$ cat src/rtl/deser_pkg.sv
// Shared types and constants for the serial-to-parallel word deserializer.
package deser_pkg;
  localparam int DESER_WIDTH = 4;

  typedef enum logic {
    COLLECT = 1'b0,
    PENDING = 1'b1
  } state_e;
endpackage

$ cat src/rtl/deser_bit_counter.sv
// Modulo-WIDTH bit counter with increment, clear and terminal-count flag.
module deser_bit_counter
  import deser_pkg::*;
#(
  parameter int WIDTH = DESER_WIDTH
) (
  input  logic clk,
  input  logic reset,
  input  logic inc_i,
  input  logic clr_i,
  output logic tc_o
);
  localparam int CW = (WIDTH > 1) ? $clog2(WIDTH) : 1;

  logic [CW-1:0] cnt_q, cnt_d;

  assign tc_o = (cnt_q == CW'(WIDTH - 1));

  // A clear with a same-cycle increment counts that bit as bit 0.
  always_comb begin
    cnt_d = cnt_q;
    if (clr_i) begin
      cnt_d = inc_i ? CW'(1) : '0;
    end else if (inc_i) begin
      cnt_d = tc_o ? '0 : cnt_q + CW'(1);
    end
  end

  always_ff @(posedge clk) begin
    if (reset) begin
      cnt_q <= '0;
    end else begin
      cnt_q <= cnt_d;
    end
  end
endmodule

$ cat src/rtl/nibble_deserializer.sv
// Assembles WIDTH-bit words from a bit stream; registered valid/ready
// output with a one-word pending buffer that backpressures the input.
module nibble_deserializer
  import deser_pkg::*;
#(
  parameter int WIDTH     = DESER_WIDTH,
  parameter bit MSB_FIRST = 1'b1
) (
  input  logic             clk,
  input  logic             reset,
  input  logic             sin,
  input  logic             sin_valid,
  output logic             sin_ready,
  input  logic             frame,
  output logic [WIDTH-1:0] dout,
  output logic             dout_valid,
  input  logic             dout_ready
);
  state_e           state_q, state_d;
  logic [WIDTH-1:0] sr_q, sr_d;
  logic [WIDTH-1:0] dout_q, dout_d;
  logic             vld_q, vld_d;
  logic [WIDTH-1:0] shifted;
  logic             accept;
  logic             consume;
  logic             cnt_clr;
  logic             cnt_tc;
  logic             word_done;

  assign sin_ready  = (state_q == COLLECT) && !reset;
  assign accept     = sin_valid && sin_ready;
  assign consume    = vld_q && dout_ready;
  assign cnt_clr    = frame && (state_q == COLLECT);
  assign word_done  = accept && cnt_tc && !cnt_clr;
  assign dout       = dout_q;
  assign dout_valid = vld_q;

  deser_bit_counter #(
    .WIDTH(WIDTH)
  ) u_cnt (
    .clk  (clk),
    .reset(reset),
    .inc_i(accept),
    .clr_i(cnt_clr),
    .tc_o (cnt_tc)
  );

  // Stale bits left by a frame resync are shifted out before completion.
  always_comb begin
    if (MSB_FIRST) begin
      shifted = {sr_q[WIDTH-2:0], sin};
    end else begin
      shifted = {sin, sr_q[WIDTH-1:1]};
    end
  end

  always_comb begin
    state_d = state_q;
    sr_d    = sr_q;
    dout_d  = dout_q;
    vld_d   = vld_q;
    if (consume) begin
      vld_d = 1'b0;
    end
    unique case (state_q)
      COLLECT: begin
        if (accept) begin
          sr_d = shifted;
          if (word_done) begin
            if (!vld_q || dout_ready) begin
              dout_d = shifted;
              vld_d  = 1'b1;
            end else begin
              state_d = PENDING;
            end
          end
        end
      end
      PENDING: begin
        if (consume) begin
          dout_d  = sr_q;
          vld_d   = 1'b1;
          state_d = COLLECT;
        end
      end
      default: state_d = COLLECT;
    endcase
  end

  always_ff @(posedge clk) begin
    if (reset) begin
      state_q <= COLLECT;
      sr_q    <= '0;
      dout_q  <= '0;
      vld_q   <= 1'b0;
    end else begin
      state_q <= state_d;
      sr_q    <= sr_d;
      dout_q  <= dout_d;
      vld_q   <= vld_d;
    end
  end
endmodule
$ cat config.mk
export PLATFORM = sky130hd
export DESIGN_NAME = nibble_deserializer
export DESIGN_NICKNAME = d
export VERILOG_FILES = /design/src/rtl/deser_pkg.sv /design/src/rtl/deser_bit_counter.sv /design/src/rtl/nibble_deserializer.sv
export SDC_FILE = /design/constraint.sdc
export NUM_CORES = 1
export LEC_CHECK = 0
export BUFFER_PORTS_ARGS = -buffer_cell sky130_fd_sc_hd__buf_2
export CORE_MARGIN = 2
export CORE_UTILIZATION = 40
export CTS_BUF_LIST = sky130_fd_sc_hd__clkbuf_8 sky130_fd_sc_hd__clkbuf_16
export DETAILED_ROUTE_END_ITERATION = 12
export SLEW_MARGIN = 20
export SYNTH_ARGS = -nofsm -noshare
export SYNTH_HDL_FRONTEND = slang
export SYNTH_SLANG_ARGS = --single-unit
$ cat constraint.sdc
create_clock -name clk -period 1.8 [get_ports clk]
set_input_delay 0.18 -clock clk [delete_from_list [all_inputs] [get_ports clk]]
set_output_delay 0.18 -clock clk [all_outputs]
set_load 0.01 [all_outputs]
Word-level counts from Yosys, hierarchy flattened. Cells that the tools add are included.

Output and inout port bits: 6. Register bits: 12. Logic and storage cells: 45.

Reductions and logical operators: 13. Add/sub/neg operators: 1. Muxes and demuxes: 20. Bitwise operators: 1. Equal/unequal tests: 5.

Operators with widths (count): $mux W4 (4); $mux W1 (10); $pmux W4 S2 (1); $logic_and A1 B1 Y1 (6); $mux W2 (3); $ne A2 B1 Y1 const B (2); $ne A2 B2 Y1 const B (2); $pmux W1 S2 (2); $reduce_and A4 Y1 (1); $logic_not A1 Y1 (3); $add A2 B1 Y2 const B (1); $eq A2 B2 Y1 const B (1); $reduce_and A2 Y1 (1); $reduce_bool A2 Y1 (1); $logic_or A1 B1 Y1 (1); $not A1 Y1 (1).

Logic depth before layout (Yosys ltp).
Depth after elaboration: 8. Gate-level depth with buffers: 4. Depth with buffers taken out: 4.

Hierarchy. Synthesis repeated with hierarchy kept, for this count alone.

Cell total of the unflattened synthesis: 62. Area, all modules: 613.1 um^2.

Modules (own cells, without submodules): nibble_deserializer (area an instance 510.5 um^2, cells an instance 53, instances 1, seq. area each 200.2 um^2); deser_bit_counter (area an instance 102.6 um^2, cells an instance 9, instances 1, seq. area each 40.0 um^2).

Least setup slack after synthesis. Ideal clock, no wire load.

Path kind: register to register. From: register u_cnt.cnt_q[0]. To: register dout_q[0] (netlist: dout[0]). Library setup time: 86 ps. Arrival time: 1189 ps. Buffers on the path: 0. Path slack: 525 ps. Period minus slack after synthesis: 1275 ps. Stages on the path, launching flop included: 5. Cells stage by stage: dfxtp_1 -> ha_1 -> nand4bb_4 -> a22o_1 -> a211oi_1.

Longest elaborated chain between the ends: 5.

Ends and longest elaborated chain: start, declared (line deser_bit_counter.sv:15) `logic [CW-1:0] cnt_q, cnt_d;`; start signal, assigned (line deser_bit_counter.sv:33) `cnt_q <= cnt_d;`; $eq A2 B2 Y1 (line deser_bit_counter.sv:17) `assign tc_o = (cnt_q == CW'(WIDTH - 1));`; $logic_and A1 B1 Y1 (2 in a row) (line nibble_deserializer.sv:34) `assign word_done = accept && cnt_tc && !cnt_clr;`; $ne A2 B2 Y1 (no source line); $reduce_and A4 Y1 (no source line); end signal, assigned (line nibble_deserializer.sv:99) `dout_q <= dout_d;`; end, declared (line nibble_deserializer.sv:21) `logic [WIDTH-1:0] dout_q, dout_d;`.

No other way between the ends. A chain may end at the register's enable or synchronous reset.

Worst setup path after layout. Ends and elaborated chain as after synthesis.

==> summary.txt <==
Clock network
  • H-tree Lvls: 1
  • CTS resizes: 0
  • Worst-Skew Late Latency: 240 ps
  • CTS Buf Count: 3
  • Setup bufs post-CTS: 0
  • CTS sink count: 12
  • Hold buffers post-CTS: 0
  • CTS Root Cell: clkbuf_8
  • CTS tree: done
  • Clk slew on worst S/H paths: 50 ps
  • CTS max path bufs: 2

Yosys
  • Seq cells post-synth: 12
  • Mapped Area: 584 um^2
  • Yosys warns: 0
  • Sequential fraction of the synthesis area: 0.411
  • Post-Syn Area per Cell: 8.99 um^2
  • Unique masters post-synth: 22
  • Synth Net Count: 72
  • Post-Syn Instances: 65

STA
  • PnR worst setup slack: 367 ps
  • RSZ-0062 raised after global routing: false
  • Transition time of the tightest slew-check pin: 401 ps
  • Final hold viol count: 0
  • Post-route setup TNS: 0 ps
  • Final setup fails: 0
  • Final Max Slew Viols: 0
  • Fin crit period: 1430 ps
  • Fmax: 698 MHz
  • Final period util: 0.796
  • Slew margin rel.: 0.732
  • Clock Skew: 1.29 ps

Critical path
  • CP Launch Type: register
  • Crit. End Element: register
  • Critical path, cell by cell: ha_1, nand4bb_4, a22o_1, a211oi_1
  • Crit-path slowest cell: dfxtp_1
  • Critical Path RT: 1950 ps
  • Crit Path Max Fanout: 5
  • Reg2reg start: u_cnt.cnt_q[0]$_SDFFE_PP0P_
  • CP top delay family: compound AO/OA/AOI/OAI gates
  • Crit Path Category: reg -> reg
  • Register-to-Register Path Depth: 4
  • Count of buffer and inverter cells on the critical path: 0
  • Reg2reg setup slack: 370 ps
  • CP arrival: 1580 ps
  • CP peak stage delay: 350 ps
  • FF-to-FF End: dout[0]$_SDFFE_PP0P_

Global routing
  • Largest net degree at the start of global routing: 15
  • Number of global-route vias before repair: 466
  • Initial antenna violation count: 0
  • First-pass GRT wire length: 1940 um
  • Overall Global Routing Usage: 0.146
  • Gr ovfl total: 0

Placed design
  • GPL Wtd Cong: 0.657
  • DP Area: 647 um^2
  • Hpwl dp: 802 um
  • Placed cells: 89
  • Post-place setup slack: 373 ps
  • Buffers on Ports: 11

Final layout
  • Most common cell after layout, fill and taps aside: dfxtp_1
  • Area Overhead vs Synth: 17.8%
  • FF+latch area: 240 um^2
  • Layout cell share with drive strength beyond 1: 0.221
  • Highest-count cells in the layout ignoring fill and taps: dfxtp_1 (12), buf_2 (11), nand2_1 (10)
  • Finished Cell Area: 688 um^2
  • Layout Cells excl Fill: 92
  • Final nets: 86
  • Filler cells: 133
  • Antenna fix cells: 0
  • Multi-input gate area: 307 um^2

Floorplanning
  • Die Y: 42.2 um
  • Die width: 42.2 um
  • CORE AREA: 0.00133 mm^2
  • Die ar.: 0.00178 mm^2
  • Site Rows: 13
  • Initial Util: 0.438
  • IO Pins: 12

Status
  • Status: finished, final reports clean

Route
  • First-pass detailed-route iteration total: 4
  • DRC Markers: 0
  • Routed len/inst: 12.3 um
  • Final ANT Viol Nets: 0
  • Routed vias: 505
  • Initial detailed-routing violation count: 4
  • Final wirelength: 1130 um
  • Vias per inst: 5.49

Pwr
  • Pwr Density: 799 mW/mm^2
  • VDD IR max: 0.000586 V
  • Leakage power: 0.279 nW

Hold path
  • Hold Crit Class: in -> reg
  • Hold path endpoint: state_q$_SDFF_PP0_
  • Hold path start: dout_ready
  • WHS Path Cells: 2

Run
  • Maxcap violations: 0
==> power breakdown <==
part | leakage [nW] | internal [mW] | switching, mW | total, mW
Sequential | 0.0972 | 0.271 | 0.00361 | 0.274
Clock | 0.0216 | 0.147 | 0.0927 | 0.240
Combinational | 0.160 | 0.0157 | 0.0201 | 0.0358
Total | 0.279 | 0.433 | 0.116 | 0.550
==> kinds of logic (layout without fill, tap and decap cells) <==
family	after synthesis	count (layout)	synth area share
AND/OR/NAND/NOR	18	18	0.176
multiplexers	4	4	0.0771
AO/OA/AOI/OAI	21	21	0.251
flip-flops	12	12	0.411
buffers and inverters	9	21	0.0642
adder cells (fa/ha/maj)	1	1	0.0214
==> state kept, by name, summed over array words and instances (netlist names) <==
register,count
dout,4
dout_valid,1
state_q,1
sr_q,4
u_cnt.cnt_q,2
==> worst reg2reg max path, cell delays in order (launching register included) <==
cell	delay, ps
dfxtp_1	350
ha_1	270
nand4bb_4	160
a22o_1	310
a211oi_1	250
==> how the worst max path moves through the flow <==
stage                                      startpoint                    to  slack (ps)  cells after the start
final                     u_cnt.cnt_q[0]$_SDFFE_PP0P_  dout[0]$_SDFFE_PP0P_         370                      4
after global routing      u_cnt.cnt_q[0]$_SDFFE_PP0P_  dout[0]$_SDFFE_PP0P_         230                      4
after CTS                 u_cnt.cnt_q[0]$_SDFFE_PP0P_  dout[0]$_SDFFE_PP0P_         350                      4
after detailed placement  u_cnt.cnt_q[0]$_SDFFE_PP0P_  dout[0]$_SDFFE_PP0P_         370                      4
after global placement    u_cnt.cnt_q[0]$_SDFFE_PP0P_  dout[1]$_SDFFE_PP0P_         410                      4
after floorplan           u_cnt.cnt_q[0]$_SDFFE_PP0P_  dout[0]$_SDFFE_PP0P_         520                      4
==> metal layers <==
layer / vias up / global-route usage / routed length, um
li1: 260 / - / -
met1: 228 / 0.184 / 581
met2: 15 / 0.218 / 475
met3: 2 / 0.0647 / 63
met4: 0 / 0.0563 / 14
met5: - / 0 / 0
==> synth_stat cells (all sizes together) <==
| library cell | number | share of area |
|---|---|---|
| ha | 1 | 0.021 |
| or2 | 1 | 0.011 |
| inv | 7 | 0.045 |
| o21ai | 2 | 0.017 |
| a21oi | 6 | 0.051 |
| dfxtp | 12 | 0.41 |
| a211oi | 5 | 0.064 |
| a32oi | 1 | 0.015 |
| nand4bb | 1 | 0.047 |
| a22o | 1 | 0.015 |
| nand2 | 10 | 0.064 |
| o21bai | 1 | 0.013 |
| nand4 | 1 | 0.011 |
| mux2 | 4 | 0.077 |
| a221oi | 4 | 0.060 |
| or2b | 1 | 0.013 |
| buf | 1 | 0.013 |
| nor2b | 1 | 0.011 |
| clkbuf | 1 | 0.0064 |
| nor2 | 3 | 0.019 |
| a41oi | 1 | 0.015 |
==> cell type report <==
type / instances / share of cell area
clock buffer: 3 / 0.0600
timing repair buffer: 11 / 0.0800
multi-input combinational: 44 / 0.445
sequential: 12 / 0.349
tap: 15 / 0.0273
inverter: 7 / 0.0382
==> through the flow <==
step / util / power [mW] / hold slack, ps
floorplan: - / 0.300 / 253
global placement: 0.485 / 0.316 / 398
finish: 0.516 / 0.550 / 154
CTS: 0.516 / 0.556 / 153
detailed placement: 0.485 / 0.316 / 402
global route: 0.516 / 0.572 / 167
No activity file was read; power rests on OpenSTA's default activity.
